`src/rtl/vertex_streamer_if.sv`:
```
// Bundle between the vertex streamer, its vertex memory, the distance unit
// and the requester. slave = streamer side, master = environment side.
interface vertex_streamer_if #(
  parameter int DIM    = 9,
  parameter int WIDTH  = 32,
  parameter int ADDR_W = 12
);
  logic              start_in;
  logic [15:0]       vertex_id_in;
  logic              ready_out;
  logic [ADDR_W-1:0] mem_addr_out;
  logic [WIDTH-1:0]  mem_data_in;
  logic              data_valid_out [DIM-1:0];
  logic [WIDTH-1:0]  vertex_pos_out [DIM-1:0];
  logic              dist_valid_in;
  logic [31:0]       dist_sq_in;
  logic              result_valid_out;
  logic [31:0]       result_dist_out;
  logic [15:0]       result_id_out;
  logic              error_out;

  modport slave (
    input  start_in, vertex_id_in, mem_data_in, dist_valid_in, dist_sq_in,
    output ready_out, mem_addr_out, data_valid_out, vertex_pos_out,
           result_valid_out, result_dist_out, result_id_out, error_out
  );

  modport master (
    output start_in, vertex_id_in, mem_data_in, dist_valid_in, dist_sq_in,
    input  ready_out, mem_addr_out, data_valid_out, vertex_pos_out,
           result_valid_out, result_dist_out, result_id_out, error_out
  );
endinterface

```
`src/rtl/vertex_streamer.sv`:
```
// Streams one DIM-coordinate vertex from memory to a distance unit and returns its result.
// Optional WAIT_DIST watchdog: define VERTEX_STREAMER_TIMEOUT_EN.
module vertex_streamer #(
  parameter int DIM     = 9,
  parameter int WIDTH   = 32,
  parameter int ADDR_W  = 12,
  parameter int MEM_LAT = 2
) (
  input  logic             clk_in,
  input  logic             rst_in,
  vertex_streamer_if.slave bus
);
  localparam int CNT_W = $clog2(DIM + 1);

  typedef enum logic [1:0] {IDLE, FETCH, WAIT_DIST, DONE} state_t;

  state_t            r_state, w_state_next;
  logic [15:0]       r_id;
  logic [ADDR_W-1:0] r_base, r_mem_addr, w_base, w_issue_addr;
  logic [CNT_W-1:0]  r_cnt, r_strb_cnt, w_issue_idx;
  logic              w_start, w_issue, w_all_strobed, w_accept, w_timeout;
  logic              r_pv   [MEM_LAT];
  logic [CNT_W-1:0]  r_pidx [MEM_LAT];
  logic              r_valid [DIM];
  logic [WIDTH-1:0]  r_pos   [DIM];
  logic              r_res_valid;
  logic [31:0]       r_res_dist;
  logic [15:0]       r_res_id;

  assign w_start      = (r_state == IDLE) && bus.start_in;
  assign w_base       = ADDR_W'(32'(bus.vertex_id_in) * 32'(DIM));
  assign w_issue      = w_start || ((r_state == FETCH) && (r_cnt != CNT_W'(DIM - 1)));
  assign w_issue_idx  = (r_state == IDLE) ? '0 : r_cnt + CNT_W'(1);
  assign w_issue_addr = ((r_state == IDLE) ? w_base : r_base) + ADDR_W'(w_issue_idx);
  // The last strobe is always dimension DIM-1; results count only after it has dropped.
  assign w_all_strobed = (r_strb_cnt == CNT_W'(DIM)) && !r_valid[DIM-1];
  assign w_accept      = (r_state == WAIT_DIST) && w_all_strobed && bus.dist_valid_in;

`ifdef VERTEX_STREAMER_TIMEOUT_EN
  logic [7:0] r_wdog;
  logic       r_err;

  assign w_timeout = (r_state == WAIT_DIST) && w_all_strobed && !bus.dist_valid_in
                     && (r_wdog == 8'd254);

  always_ff @(posedge clk_in or negedge rst_in) begin
    if (!rst_in) begin
      r_wdog <= '0;
      r_err  <= 1'b0;
    end else begin
      r_err  <= w_timeout;
      r_wdog <= ((r_state == WAIT_DIST) && w_all_strobed) ? r_wdog + 8'd1 : 8'd0;
    end
  end

  assign bus.error_out = r_err;
`else
  assign w_timeout     = 1'b0;
  assign bus.error_out = 1'b0;
`endif

  always_ff @(posedge clk_in or negedge rst_in) begin
    if (!rst_in) r_state <= IDLE;
    else         r_state <= w_state_next;
  end

  always_comb begin
    w_state_next = r_state;
    case (r_state)
      IDLE:      if (bus.start_in) w_state_next = FETCH;
      FETCH:     if (r_cnt == CNT_W'(DIM - 1)) w_state_next = WAIT_DIST;
      WAIT_DIST: if (w_accept || w_timeout) w_state_next = DONE;
      default:   w_state_next = IDLE;
    endcase
  end

  always_ff @(posedge clk_in or negedge rst_in) begin
    if (!rst_in) begin
      r_id        <= '0;
      r_base      <= '0;
      r_mem_addr  <= '0;
      r_cnt       <= '0;
      r_strb_cnt  <= '0;
      r_res_valid <= 1'b0;
      r_res_dist  <= '0;
      r_res_id    <= '0;
      for (int i = 0; i < MEM_LAT; i++) begin
        r_pv[i]   <= 1'b0;
        r_pidx[i] <= '0;
      end
      for (int d = 0; d < DIM; d++) begin
        r_valid[d] <= 1'b0;
        r_pos[d]   <= '0;
      end
    end else begin
      // Stage 0 tags the address currently on the bus; the last stage lines up with its data.
      r_pv[0]   <= w_issue;
      r_pidx[0] <= w_issue_idx;
      for (int i = 1; i < MEM_LAT; i++) begin
        r_pv[i]   <= r_pv[i-1];
        r_pidx[i] <= r_pidx[i-1];
      end
      for (int d = 0; d < DIM; d++) begin
        r_valid[d] <= r_pv[MEM_LAT-1] && (r_pidx[MEM_LAT-1] == CNT_W'(d));
        if (r_pv[MEM_LAT-1] && (r_pidx[MEM_LAT-1] == CNT_W'(d)))
          r_pos[d] <= bus.mem_data_in;
      end
      if (r_pv[MEM_LAT-1]) r_strb_cnt <= r_strb_cnt + CNT_W'(1);
      if (w_issue)         r_mem_addr <= w_issue_addr;
      if (r_state == FETCH) r_cnt <= r_cnt + CNT_W'(1);
      if (w_start) begin
        r_id       <= bus.vertex_id_in;
        r_base     <= w_base;
        r_cnt      <= '0;
        r_strb_cnt <= '0;
      end
      r_res_valid <= w_accept || w_timeout;
      if (w_accept) begin
        r_res_dist <= bus.dist_sq_in;
        r_res_id   <= r_id;
      end else if (w_timeout) begin
        r_res_dist <= '1;
        r_res_id   <= r_id;
      end
    end
  end

  assign bus.ready_out        = (r_state == IDLE);
  assign bus.mem_addr_out     = r_mem_addr;
  assign bus.result_valid_out = r_res_valid;
  assign bus.result_dist_out  = r_res_dist;
  assign bus.result_id_out    = r_res_id;

  for (genvar gi = 0; gi < DIM; gi++) begin : g_out
    assign bus.data_valid_out[gi] = r_valid[gi];
    assign bus.vertex_pos_out[gi] = r_pos[gi];
  end
endmodule
```
`src/flat_wrapper.sv`:
```
// flat-port wrapper written by rule: the top's interface ports become plain ports
module vertex_streamer_flat 
#(
  parameter int DIM     = 9,
  parameter int WIDTH   = 32,
  parameter int ADDR_W  = 12,
  parameter int MEM_LAT = 2
)
  (clk_in, rst_in, bus_start_in, bus_vertex_id_in, bus_mem_data_in, bus_dist_valid_in, bus_dist_sq_in, bus_ready_out, bus_mem_addr_out, bus_data_valid_out, bus_vertex_pos_out, bus_result_valid_out, bus_result_dist_out, bus_result_id_out, bus_error_out);
  vertex_streamer_if #(.DIM(DIM), .WIDTH(WIDTH), .ADDR_W(ADDR_W)) bus_i ();
  input  logic clk_in;
  input  logic rst_in;
  input wire logic [$bits(bus_i.start_in)-1:0] bus_start_in;
  input wire logic [$bits(bus_i.vertex_id_in)-1:0] bus_vertex_id_in;
  input wire logic [$bits(bus_i.mem_data_in)-1:0] bus_mem_data_in;
  input wire logic [$bits(bus_i.dist_valid_in)-1:0] bus_dist_valid_in;
  input wire logic [$bits(bus_i.dist_sq_in)-1:0] bus_dist_sq_in;
  output wire logic [$bits(bus_i.ready_out)-1:0] bus_ready_out;
  output wire logic [$bits(bus_i.mem_addr_out)-1:0] bus_mem_addr_out;
  output wire logic [$bits(bus_i.data_valid_out)-1:0] bus_data_valid_out;
  output wire logic [$bits(bus_i.vertex_pos_out)-1:0] bus_vertex_pos_out;
  output wire logic [$bits(bus_i.result_valid_out)-1:0] bus_result_valid_out;
  output wire logic [$bits(bus_i.result_dist_out)-1:0] bus_result_dist_out;
  output wire logic [$bits(bus_i.result_id_out)-1:0] bus_result_id_out;
  output wire logic [$bits(bus_i.error_out)-1:0] bus_error_out;
  assign bus_i.start_in = bus_start_in;
  assign bus_i.vertex_id_in = bus_vertex_id_in;
  assign bus_i.mem_data_in = bus_mem_data_in;
  assign bus_i.dist_valid_in = bus_dist_valid_in;
  assign bus_i.dist_sq_in = bus_dist_sq_in;
  assign bus_ready_out = bus_i.ready_out;
  assign bus_mem_addr_out = bus_i.mem_addr_out;
  assign bus_data_valid_out = {>>{bus_i.data_valid_out}};
  assign bus_vertex_pos_out = {>>{bus_i.vertex_pos_out}};
  assign bus_result_valid_out = bus_i.result_valid_out;
  assign bus_result_dist_out = bus_i.result_dist_out;
  assign bus_result_id_out = bus_i.result_id_out;
  assign bus_error_out = bus_i.error_out;
  vertex_streamer #(.DIM(DIM), .WIDTH(WIDTH), .ADDR_W(ADDR_W), .MEM_LAT(MEM_LAT)) u_core (.clk_in(clk_in), .rst_in(rst_in), .bus(bus_i));
endmodule
```
`config.mk`:
```
export PLATFORM = sky130hd
export DESIGN_NAME = vertex_streamer_flat
export DESIGN_NICKNAME = d
export VERILOG_FILES = /design/src/rtl/vertex_streamer_if.sv /design/src/rtl/vertex_streamer.sv /design/src/flat_wrapper.sv
export SDC_FILE = /design/constraint.sdc
export NUM_CORES = 1
export LEC_CHECK = 0
export ABC_CLOCK_PERIOD_IN_PS = 5300
export CORE_ASPECT_RATIO = 0.6
export CORE_MARGIN = 1.5
export CORE_UTILIZATION = 52
export CTS_BUF_LIST = sky130_fd_sc_hd__clkbuf_16
export CTS_CLUSTER_SIZE = 8
export DETAILED_ROUTE_END_ITERATION = 8
export PLACE_DENSITY_LB_ADDON = 0.15
export SYNTH_ARGS = -nofsm -noshare
export SYNTH_HDL_FRONTEND = slang
export SYNTH_SLANG_ARGS = --single-unit
```
`constraint.sdc`:
```
create_clock -name clk_in -period 5.3 [get_ports clk_in]
set_input_delay 0.53 -clock clk_in [delete_from_list [all_inputs] [get_ports clk_in]]
set_output_delay 0.53 -clock clk_in [all_outputs]
set_load 0.02 [all_outputs]
```
==> flow_summary.yaml <==
route:
  route.detailed.drc: 0
  viasPerCell: 5.31
  dr.pass1.iters: 5
  drt-initial-drc-count: 735
  routed_wl_um: 46100
  antenna_left: 0
  vias: 11400
  avgRoutedWirePerCell_um: 21.6
clock_network:
  clk_pin_slew_worst_paths_ns: 0.05
  post_cts_resized: 0
  numCtsBuffers: 56
  clk_latency_ns: 0.57
  htreeDepth: 2
  root_buffer: "clkbuf_16"
  ctsHoldBuffers: 0
  post_cts_buffers: 0
  cts_tree: "built"
  clock-sinks: 403
  clock_path_buffers: 3
floorplan:
  die_x_um: 229
  io_pins: 444
  start_util_pct: 53.1
  die_h_um: 139
  rows: 49
  dieArea_sq_um: 31800
  core_area_sq_um: 30000
sta:
  fin_tns_setup_ns: 0
  max_slew.worst_pin.slew_ns: 1.09
  finalCritPeriodShare_pct: 59.3
  fmax_ghz: 0.318
  slew_violations: 0
  rsz0062_at_grt: "no"
  setup_viol: 0
  hold_viol_final: 14
  whs_ns: -0.0252
  finalCriticalPeriod_ns: 3.14
  relSlewSlack_pct: 27.1
  finalClockSkew_ns: 0.0134
worst_setup_path:
  cp.required_ns: 5.77
  cp_slowest_cell: "o21bai_1"
  slowest_delay_ns: 0.48
  crit_path_frequent_cell: "ha_1"
  crit-reg2reg-launch: "u_core.r_state[0]"
  crit_path_end_kind: "flip-flop"
  worst_r2r_endpoint: "u_core.bus.mem_addr_out[11]"
  cp_max_fo: 30
  worst_setup_path_start_kind: "flip-flop"
  r2r_setup_slack_ns: 2.16
  reg2reg_depth: 11
  crit_start: "u_core.r_state[0]"
  cp_cell_sequence: "inv_1, ha_1, buf_4, mux2_2, ha_1, a21o_1, a21oi_1, o21bai_1, o2111ai_1, o211a_1, nor3_1"
  crit_type: "reg -> reg"
  cp_data_arrival_time_ns: 3.61
cells_and_area:
  fillers: 2029
  drive_gt1_share_pct: 18.9
  most-common-layout-cells: "clkdlybuf4s50_1 (441), dfrtp_1 (403), nand2_1 (374), mux2_2 (226), clkbuf_16 (58)"
  nets: 1838
  num_antenna_cells: 0
  layout_commonest_cell: "clkdlybuf4s50_1"
  multiInputGateArea_sq_um: 5580
  syn2layout_area_growth_pct: 39.7
  ff_latch_area_sq_um: 10100
synth:
  synth_nets: 1380
  avgSynthCellArea_sq_um: 12.6
  yosys_warnings: 0
  synth-main-ff-cell: "dfrtp_1"
  ys_ff_latch: 403
  synth_edf_count: 0
  seq_area_frac_synth_pct: 63.2
  yosysUniqueCellTypes: 65
  netlist_instances: 1268
  synth_area_sq_um: 15900
  synthArstFlopShare_pct: 100
min_path:
  min_path_type: "in -> async"
global_route:
  track_usage_pct: 29.6
  antenna_found_initial: 0
  grt_pass1_wl_um: 72000
  overflow: 0
  grt_pass1_vias: 11800
  grt_max_degree: 129
power_and_ir_drop:
  p_total_mw: 15.0
  ir_worst_vdd_uv: 396
  p_per_area_nw_per_um2: 671
  p_leak_nw: 10.3
place:
  portBuffers: 442
  dp_hpwl_um: 31700
  gp_congestion: 0.853
job:
  cap_violations: 0
status:
  outcome: "complete, but fails checks"
  violations: "hold timing"
## worst max-delay path by stage
stage	depth (start not counted)	slack (ns)	end
2_1_floorplan	13	2.23	u_core.bus.mem_addr_out[11]
3_3_place_gp	10	1.79	u_core.bus.mem_addr_out[11]
3_5_place_dp	9	1.71	u_core.bus.mem_addr_out[10]
4_1_cts	11	2.17	u_core.bus.mem_addr_out[11]
5_1_grt	9	1.92	u_core.bus.mem_addr_out[8]
6_report	11	2.16	u_core.bus.mem_addr_out[11]
## cell type report
| cell class | instances | area share (%) |
|---|---|---|
| Clock buffer | 58 | 6.51 |
| Sequential cell | 403 | 45.3 |
| Timing Repair Buffer | 458 | 20.5 |
| Multi-Input combinational cell | 792 | 25.0 |
| Tap cell | 408 | 2.29 |
| Inverter | 15 | 0.253 |
| Clock inverter | 2 | 0.107 |
## power by group
group | total [mW] | internal (mW) | switching [mW]
logic | 6.70 | 3.12 | 3.58
clock network | 3.12 | 1.90 | 1.22
registers | 5.14 | 4.40 | 0.738
## logic make-up (layout without fill, tap and decap cells)
family	after synthesis	in the layout	synth area share (%)
compound gates	59	59	2.86
xor+xnor	20	20	1.10
fa+ha+maj	28	28	2.29
buf+inv	73	533	2.07
flops	403	403	63.2
mux	246	246	17.4
other cells	1	1	0.0235
simple gates	438	438	11.1
## metal layers
layer / vias to the layer above / wire, um / track usage, %
li1: 5117 / - / -
met1: 5801 / 20400 / 41.4
met2: 357 / 22000 / 47.5
met3: 76 / 2800 / 6.39
met4: 0 / 894 / 7.34
met5: - / 0 / 0
## worst max-delay path, delay by kind of cell, from the launching register on
family	cells	cell delay, ns
AO/OA/AOI/OAI	5	1.23
adder cells (fa/ha/maj)	2	0.42
buffers and inverters	2	0.41
multiplexers	1	0.41
flip-flops	1	0.40
AND/OR/NAND/NOR	1	0.16
## stage by stage
stage	cells	cell area (sq um)	setup WS, ns	utilization, %
floorplan	1268	15900	2.23	-
global route	2136	22300	1.92	74.2
detailed placement	2076	20800	1.71	69.3
finish	2136	22300	2.16	74.2
global placement	2076	20800	1.79	69.3
CTS	2136	22300	2.17	74.2
## cells in the mapped netlist (all sizes together), types with 5 or more instances
master	n	area (sq um)
a21oi	10	50.1
buf	35	186
clkbuf	23	87.6
dfrtp	403	10100
ha	26	325
inv	14	52.6
mux2	244	2750
nand2	375	1410
nand3	6	30.0
nor2	30	115
nor3	5	40.0
o21a	5	37.5
o21ai	11	55.1
xnor2	11	96.3
xor2	9	78.8
## sequential cells by signal, summed over array words and instances, names as in the netlist
register	cells
u_core.bus.vertex_pos_out	288
u_core.bus.result_dist_out	32
u_core.bus.result_id_out	16
u_core.r_id	13
u_core.bus.mem_addr_out	12
u_core.r_base	12
u_core.bus.data_valid_out	9
u_core.r_pidx	8
u_core.r_cnt	4
u_core.r_strb_cnt	4
u_core.r_pv	2
u_core.r_state	2
u_core.bus.result_valid_out	1
No activity file was read; power rests on OpenSTA's default activity.
